File: src/rtl/ibus_fetch_initiator.sv
// Instruction-fetch initiator for the iBus: issues fetches, pairs in-order responses with their PCs, flushes on redirect.
// Optional build macro IBUS_FETCH_ERROR_STOP_EN stops fetching after a bus error until the next redirect.
module ibus_fetch_initiator #(
    parameter logic [31:0] RESET_PC = 32'h0000_0000,
    parameter int          DEPTH    = 4
) (
    input  logic        clk,
    input  logic        reset,
    output logic        iBus_cmd_valid,
    input  logic        iBus_cmd_ready,
    output logic [31:0] iBus_cmd_payload_pc,
    input  logic        iBus_rsp_valid,
    input  logic [31:0] iBus_rsp_payload_inst,
    input  logic        iBus_rsp_payload_error,
    input  logic        redirect_valid,
    input  logic [31:0] redirect_pc,
    output logic        out_valid,
    input  logic        out_ready,
    output logic [31:0] out_pc,
    output logic [31:0] out_inst,
    output logic        out_error
);
    localparam int PW = $clog2(DEPTH) + 1;
    localparam int IW = PW - 1;
    localparam int SW = PW + 1;
    localparam logic [SW-1:0] depthLim = SW'(DEPTH);

    logic [31:0]   fetchPc;
    logic [PW-1:0] allocPtr, fillPtr, headPtr, dropCnt;
    logic [31:0]   slotPc     [DEPTH];
    logic [31:0]   slotInst   [DEPTH];
    logic          slotError  [DEPTH];
    logic          slotFilled [DEPTH];

    logic          halted;
    logic [PW-1:0] occupied;
    logic [SW-1:0] usage;
    logic [IW-1:0] allocIdx, fillIdx, headIdx;
    logic          cmdFire, popFire, rspDrop, rspFill;
    logic          unusedPcBits;

    assign allocIdx = allocPtr[IW-1:0];
    assign fillIdx  = fillPtr[IW-1:0];
    assign headIdx  = headPtr[IW-1:0];

    // Capacity uses registered pointers only, so a pop never frees a slot for a same-cycle fire.
    assign occupied = allocPtr - headPtr;
    assign usage    = {1'b0, occupied} + {1'b0, dropCnt};

    assign iBus_cmd_valid      = !reset && !redirect_valid && (usage < depthLim) && !halted;
    assign iBus_cmd_payload_pc = fetchPc;
    assign cmdFire             = iBus_cmd_valid && iBus_cmd_ready;

    assign out_valid = slotFilled[headIdx] && !redirect_valid;
    assign out_pc    = slotPc[headIdx];
    assign out_inst  = slotInst[headIdx];
    assign out_error = slotError[headIdx];
    assign popFire   = out_valid && out_ready;

    assign rspDrop = iBus_rsp_valid && (dropCnt != '0);
    assign rspFill = iBus_rsp_valid && (dropCnt == '0) && !redirect_valid;

    assign unusedPcBits = ^redirect_pc[1:0];

    always_ff @(posedge clk) begin
        if (reset) begin
            fetchPc  <= RESET_PC;
            allocPtr <= '0;
            fillPtr  <= '0;
            headPtr  <= '0;
            dropCnt  <= '0;
            for (int i = 0; i < DEPTH; i++) begin
                slotPc[i]     <= '0;
                slotInst[i]   <= '0;
                slotError[i]  <= 1'b0;
                slotFilled[i] <= 1'b0;
            end
        end else if (redirect_valid) begin
            // Everything still unanswered becomes a drop credit; a response landing now is one of them.
            fetchPc  <= {redirect_pc[31:2], 2'b00};
            dropCnt  <= dropCnt + (allocPtr - fillPtr) - PW'(iBus_rsp_valid);
            fillPtr  <= allocPtr;
            headPtr  <= allocPtr;
            for (int i = 0; i < DEPTH; i++) begin
                slotFilled[i] <= 1'b0;
            end
        end else begin
            if (cmdFire) begin
                slotPc[allocIdx]     <= fetchPc;
                slotFilled[allocIdx] <= 1'b0;
                allocPtr             <= allocPtr + PW'(1);
                fetchPc              <= fetchPc + 32'd4;
            end
            if (rspDrop) begin
                dropCnt <= dropCnt - PW'(1);
            end
            if (rspFill) begin
                slotInst[fillIdx]   <= iBus_rsp_payload_inst;
                slotError[fillIdx]  <= iBus_rsp_payload_error;
                slotFilled[fillIdx] <= 1'b1;
                fillPtr             <= fillPtr + PW'(1);
            end
            if (popFire) begin
                slotFilled[headIdx] <= 1'b0;
                headPtr             <= headPtr + PW'(1);
            end
        end
    end

`ifdef IBUS_FETCH_ERROR_STOP_EN
    always_ff @(posedge clk) begin
        if (reset || redirect_valid) begin
            halted <= 1'b0;
        end else if (rspFill && iBus_rsp_payload_error) begin
            halted <= 1'b1;
        end
    end
`else
    assign halted = 1'b0;
`endif

endmodule

File: config.mk
export PLATFORM = sky130hd
export DESIGN_NAME = ibus_fetch_initiator
export DESIGN_NICKNAME = d
export VERILOG_FILES = /design/src/rtl/ibus_fetch_initiator.sv
export SDC_FILE = /design/constraint.sdc
export NUM_CORES = 1
export LEC_CHECK = 0
export CAP_MARGIN = 15
export CORE_MARGIN = 8
export CORE_UTILIZATION = 60
export CTS_CLUSTER_DIAMETER = 100
export DETAILED_ROUTE_END_ITERATION = 8
export GPL_TIMING_DRIVEN = 0
export PLACE_DENSITY = 0.84
export SETUP_SLACK_MARGIN = 0.15
export SYNTH_ARGS = -nofsm -noshare
export SYNTH_HDL_FRONTEND = slang
export SYNTH_SLANG_ARGS = --single-unit
File: constraint.sdc
create_clock -name clk -period 10.15 [get_ports clk]
set_clock_uncertainty 0.1 [all_clocks]
set_input_delay 1.015 -clock clk [delete_from_list [all_inputs] [get_ports clk]]
set_output_delay 1.015 -clock clk [all_outputs]
set_load 0.03 [all_outputs]
# Word level (Yosys, flattened, before mapping)
# Memories as Yosys holds them, arrays and structs flattened. A register that Yosys moved wholly into a read port is not among the register bits.
# Cells that the tools add are included.
# word_totals
n_memories,4
inputBits,71
register_bits,44
mem_bits_rw,264
elab_cells,105
output_inout_bits,99
# classes
addsub,10
n_lt_le_gt_ge,1
n_bitwise,5
n_mux,55
reduce_logical,24
# memory_table
name,depth,word_bits,rd,rd_clocked_by_memory_dff,wr,line_no,source
slotInst,4,32,1,1,4,31,logic [31:0] slotInst [DEPTH];
slotPc,4,32,1,1,4,30,logic [31:0] slotPc [DEPTH];
slotError,4,1,1,1,4,32,logic slotError [DEPTH];
slotFilled,4,1,1,1,4,33,logic slotFilled [DEPTH];
# op_table
cell,count
32-bit 2-to-1 mux,4
32-bit OR reduction,2
32-bit by 3-bit adder with 32-bit output (second input constant),1
1-bit 2-to-1 mux,31
2-bit 2-to-1 mux,14
3-bit 2-to-1 mux,6
3-bit by 1-bit adder with 3-bit output (second input constant),3
1-bit logical AND,8
2-bit nonzero test,4
3-bit subtractor,2
3-bit by 3-bit adder with 4-bit output,1
4-bit by 3-bit less-than comparator with 1-bit output (second input constant),1
1-bit bitwise OR,4
1-bit OR reduction,4
3-bit adder,1
3-bit logical NOT,1
3-bit nonzero test,1
3-bit by 1-bit subtractor with 3-bit output,1
3-bit by 1-bit subtractor with 3-bit output (second input constant),1
1-bit logical NOT,2
2-bit AND reduction,1
2-bit OR reduction,1
1-bit inverter,1

# Logic depth before layout (Yosys ltp)
# Gate-level depths: netlist of run 1.
# logic_depth
ltp_word,11
depth_mapped,14

# Worst setup path before layout of run 1
# OpenSTA, ideal clock, no wires.
# synth_path
path_type,register -> register
startpoint,register allocPtr[0]
endpoint,"memory slotPc[0][10], enable pin"
t_required_ns,9.677
path_stages_with_launch,14
synth_period_minus_slack_ns,3.756
arrival_ns,3.283
slack_ns,6.394
setup_time_ns,0.373
n_path_buf,2
path_cell_list,dfxtp_1 > clkbuf_1 > inv_1 > ha_1 > inv_1 > fa_1 > xor2_1 > xnor2_1 > ha_1 > nor4b_4 > nand3_4 > nor3_1 > clkbuf_2 > or2_2
# synth_lines
item,line_no,source
from (decl),29,"logic [PW-1:0] allocPtr, fillPtr, headPtr, dropCnt;"
from (signal assigned),91,allocPtr <= allocPtr + PW'(1);
to (decl),30,

# Worst setup path after layout of run 1
# layout_path
startpoint,register allocPtr[0]
endpoint,output port iBus_cmd_valid
# layout_between
elab_chain_cells,4
# layout_rtl
item,line_no,source
3-bit subtractor,47,assign occupied = allocPtr - headPtr;
3-bit by 3-bit adder with 4-bit output,48,"assign usage = {1'b0, occupied} + {1'b0, dropCnt};"
4-bit by 3-bit less-than comparator with 1-bit output,50,assign iBus_cmd_valid = !reset && !redirect_valid && (usage < depthLim) && !halted;
1-bit logical AND,50,
to (decl),9,"output logic iBus_cmd_valid,"
# No other way between the ends.

==> run metrics, run 1 <==
outcome finished clean; syn_area_per_cell approximately 14 sq um; crit path buf inv count 4; CP peak stage delay between 0.6 and 0.7 ns; most common cell in the netlist edfxtp_1; CP Launch Type flip-flop; Initial Util 0.604; number of max-cap violations 0; Worst EP arrival around 3.9 ns; NumNets Final roughly 1300; antenna viol nets, final 0; period utilization 0.495; post-route setup TNS 0 ns; die width 169 um; CP max FO 9; r2r endpoint slotPc[1][30]; Pwr Total ~0.0030 W; critical path type reg2out; vias in the first global route 9434; wire per inst between 20 and 25 um; commonest cells in the netlist edfxtp_1, and2_1, mux4_2, dfxtp_1, and3_1; Seq/Total Area, Yosys 0.608; Max Fclk around 200 MHz; DR top layer met4; final count of pins violating max slew 0; cts hold-fix bufs 0; Synth top area share 0.540; CORE AREA approximately 0.023 sq mm; clk_lat worst skew about 0.55 ns; nature of the critical path endpoint output pin; clock period minus final worst setup slack between 5 and 6 ns; synthesized cell area ~0.014 sq mm; RSZ-0062 raised after global routing no; Adder-Cell Fraction of Synth Area 0.0241; Max Root-Sink Buffers 3; Post-synth EDFFs around 250; Die Ht around 170 um; clock power share 0.347; Metal-1 WL around 13 mm; synth warn 0; DRC Markers 0; WP depth 11; Synth area leaders edfxtp_1, mux4_2, and2_1, dfxtp_1, and3_1; internal power between 0.002 and 0.0025 W; xor and xnor fraction of the mapped netlist area 0.0200; largest net degree at the start of global routing 34; worst min path class reg2reg; total leakage power 6.25 nW; design area between 0.015 and 0.02 sq mm; first-pass GRT wire length between 50 and 60 mm; Distinct cells, synth 63; DIE AREA roughly 0.029 sq mm; R2R Setup Slk 5.41 ns; CTS tree done; post-synthesis mux area share 0.104; Via-to-Cell Ratio roughly 5.9; IO buf count approximately 160; # setup viols final 0; dominant synthesized flop cell edfxtp_1; clock sink count 300; Switching Fraction 0.266; Tot GR Track Use 0.242; clk root buf clkbuf_16; Num CTS Buffers 29; crit path to iBus_cmd_valid; Synth Area in Compound Gates 0.0351; I/O pins 170; Worst Reg2Reg Path Length in Cells 13; Final Hold Vio Count 0; sequential share of power 0.480; simple-gate share of the synthesized area 0.173; DR vias about 9100; gr ovfl total 0; WL met2 ~17 mm; worst setup path startpoint allocPtr[0]; Psw about 0.00081 W; final WL ~35 mm; Cell Pwr Density approximately 180 mW/mm^2; post-CTS setup buffer count 0; hold_ws between 0.3 and 0.4 ns; FF+latch count, synth 300; clk slew on worst S/H paths approximately 0.07 ns; H-tree levels 1; Area after DPL between 0.015 and 0.02 sq mm; CP cell instances clkbuf_1, inv_1, ha_1, inv_1, fa_1, xor2_1, xnor2_1, ha_1, nor3_1, and3_1, clkdlybuf4s50_1; largest family of logic cells by synthesized area simple AND/OR/NAND/NOR gates; critical path data required time approximately 9.0 ns; relative slew slack 0.332; Resized cells post-CTS 0; initial antenna violation count 1; Syn-to-layout area delta 21.2%; Core Rows 56; Crit-path slowest cell clkdlybuf4s50_1; FF-to-FF Start allocPtr[0]; post-synth top area cell edfxtp_1; drt first pass iters 6; Initial DRC Count slightly above 1000; Tightest Pin Transition roughly 1.0 ns; Mapped Cells about 990; VDD IR max between 0.15 and 0.2 mV; top cell family by delay on the critical path buffers and inverters; met3 wire length 2.74 mm; asr flop ratio synth 0; logic gate share of total power 0.173; Layout Utilization 0.733; Detailed Place HPWL 23.0 mm; GPL Wtd Cong 0.900; fraction of final layout cells sized beyond drive strength 1 0.139
## layout make-up
cell class / instances / area, sq um
fillers: 1452 / 6200
clock inverters: 16 / 139
flip-flops and latches: 300 / 8530
repair buffers: 163 / 1630
inverters: 20 / 75.1
diodes: 1 / 2.50
well taps: 319 / 399
multi-input cells: 597 / 5000
plain buffers: 78 / 429
clock buffers: 38 / 790
## layout by cell type (no fill, tap or decap), types with 6 or more instances in the layout
cell type and count:
a21oi_1 16, nor3_1 13, or2_2 6, a211oi_1 15
and2_1 213, clkbuf_16 29, clkbuf_2 8, nand4_1 16
and4_1 6, clkinv_2 7, nand2_1 40, nor2_1 26
nor4_1 9, and3_1 42, dfxtp_1 48, buf_4 7
xor2_1 12, xnor2_1 20, clkbuf_1 47, clkdlybuf4s50_1 163
mux4_2 64, inv_1 20, edfxtp_1 252, buf_2 12
nand3_1 10, clkbuf_8 9, ha_1 19
## layer usage
metal	GRT usage	vias up
met5	0	-
li1	-	4050
met2	0.403	459
met3	0.0391	105
met4	0.113	0
met1	0.307	4495
## state kept, by name, summed over array words and instances, names as in the netlist, named ones only
signal / cells
headPtr: 3
allocPtr: 3
iBus_cmd_payload_pc: 30
slotPc: 120
fillPtr: 3
slotInst: 128
slotFilled: 4
slotError: 4
dropCnt: 3
## worst min path at each step
| stage | startpoint | to | slack (ns) | cells past startpoint |
|---|---|---|---|---|
| detailed placement | slotFilled[3] | slotFilled[3] | 0.38 | 2 |
| CTS | slotFilled[3] | slotFilled[3] | 0.39 | 2 |
| finish | slotFilled[3] | slotFilled[3] | 0.38 | 2 |
| floorplan | slotFilled[3] | slotFilled[3] | 0.35 | 2 |
| global placement | slotFilled[3] | slotFilled[3] | 0.37 | 2 |
| global route | slotFilled[3] | slotFilled[3] | 0.41 | 2 |
## worst min-delay path, delay by kind of cell, from the launching register on
kind	cells	cell delay [ns]
flip-flops	1	0.31
AO/OA/AOI/OAI	1	0.06
AND/OR/NAND/NOR	1	0.05
## power by group through the flow
stage / Combinational [W] / Sequential [W] / Clock, W
6_report: 0.000523 / 0.00146 / 0.00105
5_1_grt: 0.000555 / 0.00146 / 0.00111
4_1_cts: 0.000524 / 0.00146 / 0.00106
3_5_place_dp: 0.000520 / 0.00148 / 0
3_3_place_gp: 0.000513 / 0.00148 / 0
2_1_floorplan: 0.000305 / 0.00148 / 0
## kinds of logic after synthesis
logic type / after synthesis
adders and majority gates: 24
AOI/OAI and AO/OA: 71
other: 1
DFF: 300
xor gates and xnor gates: 32
and+or+nand+nor: 401
buffers and inverters: 98
muxes: 65
## per-stage QoR
| step | setup slack (ns) | cells |
|---|---|---|
| floorplan | 6.39 | 995 |
| global placement | 5.26 | 1477 |
| detailed placement | 5.24 | 1477 |
| CTS | 5.15 | 1531 |
| global route | 4.96 | 1532 |
| finish | 5.13 | 1532 |
Power figures use the tool's default switching activity.
==> inputs of run 2 (changes only) <==
--- a/config.mk
+++ b/config.mk
@@ -7,11 +7,11 @@
 export LEC_CHECK = 0
 export CAP_MARGIN = 15
 export CORE_MARGIN = 8
-export CORE_UTILIZATION = 60
+export CORE_UTILIZATION = 56
 export CTS_CLUSTER_DIAMETER = 100
 export DETAILED_ROUTE_END_ITERATION = 8
 export GPL_TIMING_DRIVEN = 0
-export PLACE_DENSITY = 0.84
+export PLACE_DENSITY = 0.79
 export SETUP_SLACK_MARGIN = 0.15
 export SYNTH_ARGS = -nofsm -noshare
 export SYNTH_HDL_FRONTEND = slang
==> constraint.sdc (replaced) <==
create_clock -name clk -period 5.1 [get_ports clk]
set_clock_uncertainty 0.1 [all_clocks]
set_input_delay 0.51 -clock clk [delete_from_list [all_inputs] [get_ports clk]]
set_output_delay 0.51 -clock clk [all_outputs]
set_load 0.03 [all_outputs]
==> run 2 against run 1 <==
  * Count of clock-buffer cells in the layout increased by 3
  * Routed wire length up 0.43%
  * Sequential cell count unchanged
  * Die area grew 6.5%
  * Critical endpoint is now slotPc[3][21]
  * Largest cell class unchanged
  * Largest power group unchanged
==> run metrics, run 2 (same netlist as run 1, synthesis figures left out) <==
clock sink count 300 (unchanged); sequential share of power 0.477 (-0.003); clock period minus final worst setup slack 4.51 ns; critical path type reg2reg; CORE AREA 0.0249 sq mm (+7.3%); IO buf count 163 (unchanged); internal power 0.00448 W (+100%); Crit-path slowest cell a31o_2; outcome finished clean; Worst EP arrival 4.57 ns (+0.66 ns); crit path buf inv count 4 (unchanged); initial antenna violation count 0 (-1); Layout Utilization 0.684 (-0.0486); most frequent cells in the layout edfxtp_1, and2_1, clkdlybuf4s50_1; Max Fclk between 200 and 250 MHz; Tot GR Track Use 0.228 (-0.0133); Initial DRC Count 814 (-20%); nature of the critical path endpoint flip-flop; commonest non-fill, non-tap cell in the layout edfxtp_1; Fillers 1761 (+21%); number of max-cap violations 0 (unchanged); Core Rows 58 (+3.6%); vias in the first global route 9555 (+1.3%); final count of pins violating max slew 0 (unchanged); critical path data required time 5.16 ns (-3.88 ns); gr ovfl total 0 (unchanged); post-CTS setup buffer count 0 (unchanged); clock power share 0.352 (+0.005); wire per inst 22.6 um (-0.16%); Via-to-Cell Ratio 5.90 (-0.85%); number of flip-flops in the largest register 128 (unchanged); Die Ht 174 um (+3.2%); largest net degree at the start of global routing 34 (unchanged); I/O pins 170 (unchanged); clk_lat worst skew 0.54 ns (about the same); CP peak stage delay 0.85 ns (+0.16 ns); Final Hold Vio Count 0 (unchanged); Detailed Place HPWL 23.2 mm (+1.1%); Tightest Pin Transition 1.03 ns (+0.0256 ns); Syn-to-layout area delta 21.5%; top cell family by delay on the critical path buffers and inverters; Inserted Diodes 0 (-1); CP Launch Type flip-flop; Max Root-Sink Buffers 3 (unchanged); H-tree levels 1 (unchanged); DIE AREA 0.0304 sq mm (+6.5%); CP max FO 30 (+21); VDD IR max 0.218 mV (+35%); total leakage power 6.26 nW (+0.12%); DR vias 9085 (-0.26%); Switching Fraction 0.264 (-0.00187); final WL 34.9 mm (+0.43%); fraction of final layout cells sized beyond drive strength 1 0.137 (-0.00236); relative slew slack 0.309 (-0.0224); post-route setup TNS 0 ns (unchanged); logic gate share of total power 0.171 (-0.002); first-pass GRT wire length 54.6 mm (+2.8%); Top reg by flops slotInst; Initial Util 0.563 (-0.0413); NumNets Final 1285 (+0.078%); period utilization 0.884; antenna viol nets, final 0 (unchanged); worst min path class reg2reg; CP cell instances clkbuf_1, inv_1, ha_1, inv_1, fa_1, xor2_1, xnor2_1, ha_1, nor4b_4, and3_1, buf_2, a31o_2; clk root buf clkbuf_16; DRC Markers 0 (unchanged); drt first pass iters 5 (-1); CTS tree done; Psw 0.00160 W (+99%); GPL Wtd Cong 0.883 (-1.9%); Num CTS Buffers 30 (+3.4%); # setup viols final 0 (unchanged); clk slew on worst S/H paths 0.06 ns (about the same); hold_ws 0.383 ns (+0.00553 ns); Cell Pwr Density 357 mW/mm^2 (+100%); die width 174 um (+3.2%); RSZ-0062 raised after global routing no
## run 2: final cells by class
cell class / instances / area [sq um] / area share
Timing Repair Buffer: 163 / 1630 / 0.0958
Multi-Input combinational cell: 597 / 5010 / 0.294
Clock inverter: 12 / 113 / 0.00661
Buffer: 78 / 429 / 0.0252
Clock buffer: 41 / 833 / 0.0489
Tap cell: 330 / 413 / 0.0242
Sequential cell: 300 / 8530 / 0.501
Inverter: 20 / 75.1 / 0.00441
## run 2: per-stage QoR
| step | setup slack [ns] | area [sq um] | cells | total power (W) |
|---|---|---|---|---|
| finish | 0.590 | 17000 | 1541 | 0.00608 |
| floorplan | 1.34 | 14000 | 995 | 0.00356 |
| global route | 0.271 | 17000 | 1541 | 0.00627 |
| detailed placement | 0.398 | 16100 | 1488 | 0.00398 |
| global placement | 0.504 | 16100 | 1488 | 0.00396 |
| CTS | 0.399 | 17000 | 1541 | 0.00610 |
## run 2: per-layer routing
metal | track usage | up-vias | wire (um)
met2 | 0.383 | 401 | 17400
met4 | 0.0787 | 0 | 1070
met5 | 0 | - | 0
met1 | 0.297 | 4570 | 13900
li1 | - | 4048 | -
met3 | 0.0391 | 66 | 2540
## run 2: repair_timing
item / in CTS / in global routing
hold buffers: 0 / 0
endpoints found under the setup margin: 0 / 90
resized for setup: 0 / 3
## run 2: power by group through the flow
| stage | Sequential [W] | Clock, W | Combinational [W] |
|---|---|---|---|
| after detailed placement | 0.00295 | 0 | 0.00104 |
| after CTS | 0.00290 | 0.00216 | 0.00105 |
| final | 0.00290 | 0.00214 | 0.00104 |
| after global placement | 0.00294 | 0 | 0.00102 |
| after floorplan | 0.00295 | 0 | 0.000606 |
| after global routing | 0.00291 | 0.00224 | 0.00111 |
## run 2: worst paths after layout
path / startpoint / end / slack (ns) / cells past startpoint
hold reg to reg: slotFilled[3] / slotFilled[3] / 0.38 / 2
setup reg to reg: allocPtr[0] / slotPc[3][21] / 0.59 / 12
setup / recovery: allocPtr[0] / slotPc[3][21] / 0.59 / 12
hold / removal: slotFilled[3] / slotFilled[3] / 0.38 / 2
## run 2: tightest hold or removal path: stages, from the launching register on
cell and delay (ns):
dfxtp_1 0.31, nand2_1 0.06, a221oi_1 0.06
==> inputs of run 3 (changes only) <==
--- a/config.mk
+++ b/config.mk
@@ -5,7 +5,8 @@
 export SDC_FILE = /design/constraint.sdc
 export NUM_CORES = 1
 export LEC_CHECK = 0
-export CAP_MARGIN = 15
+export ABC_AREA = 0
+export CAP_MARGIN = 20
 export CORE_MARGIN = 8
 export CORE_UTILIZATION = 56
 export CTS_CLUSTER_DIAMETER = 100
==> results of run 3 <==
Same layout as run 2: the final DEF is identical, and so are final timing and power.
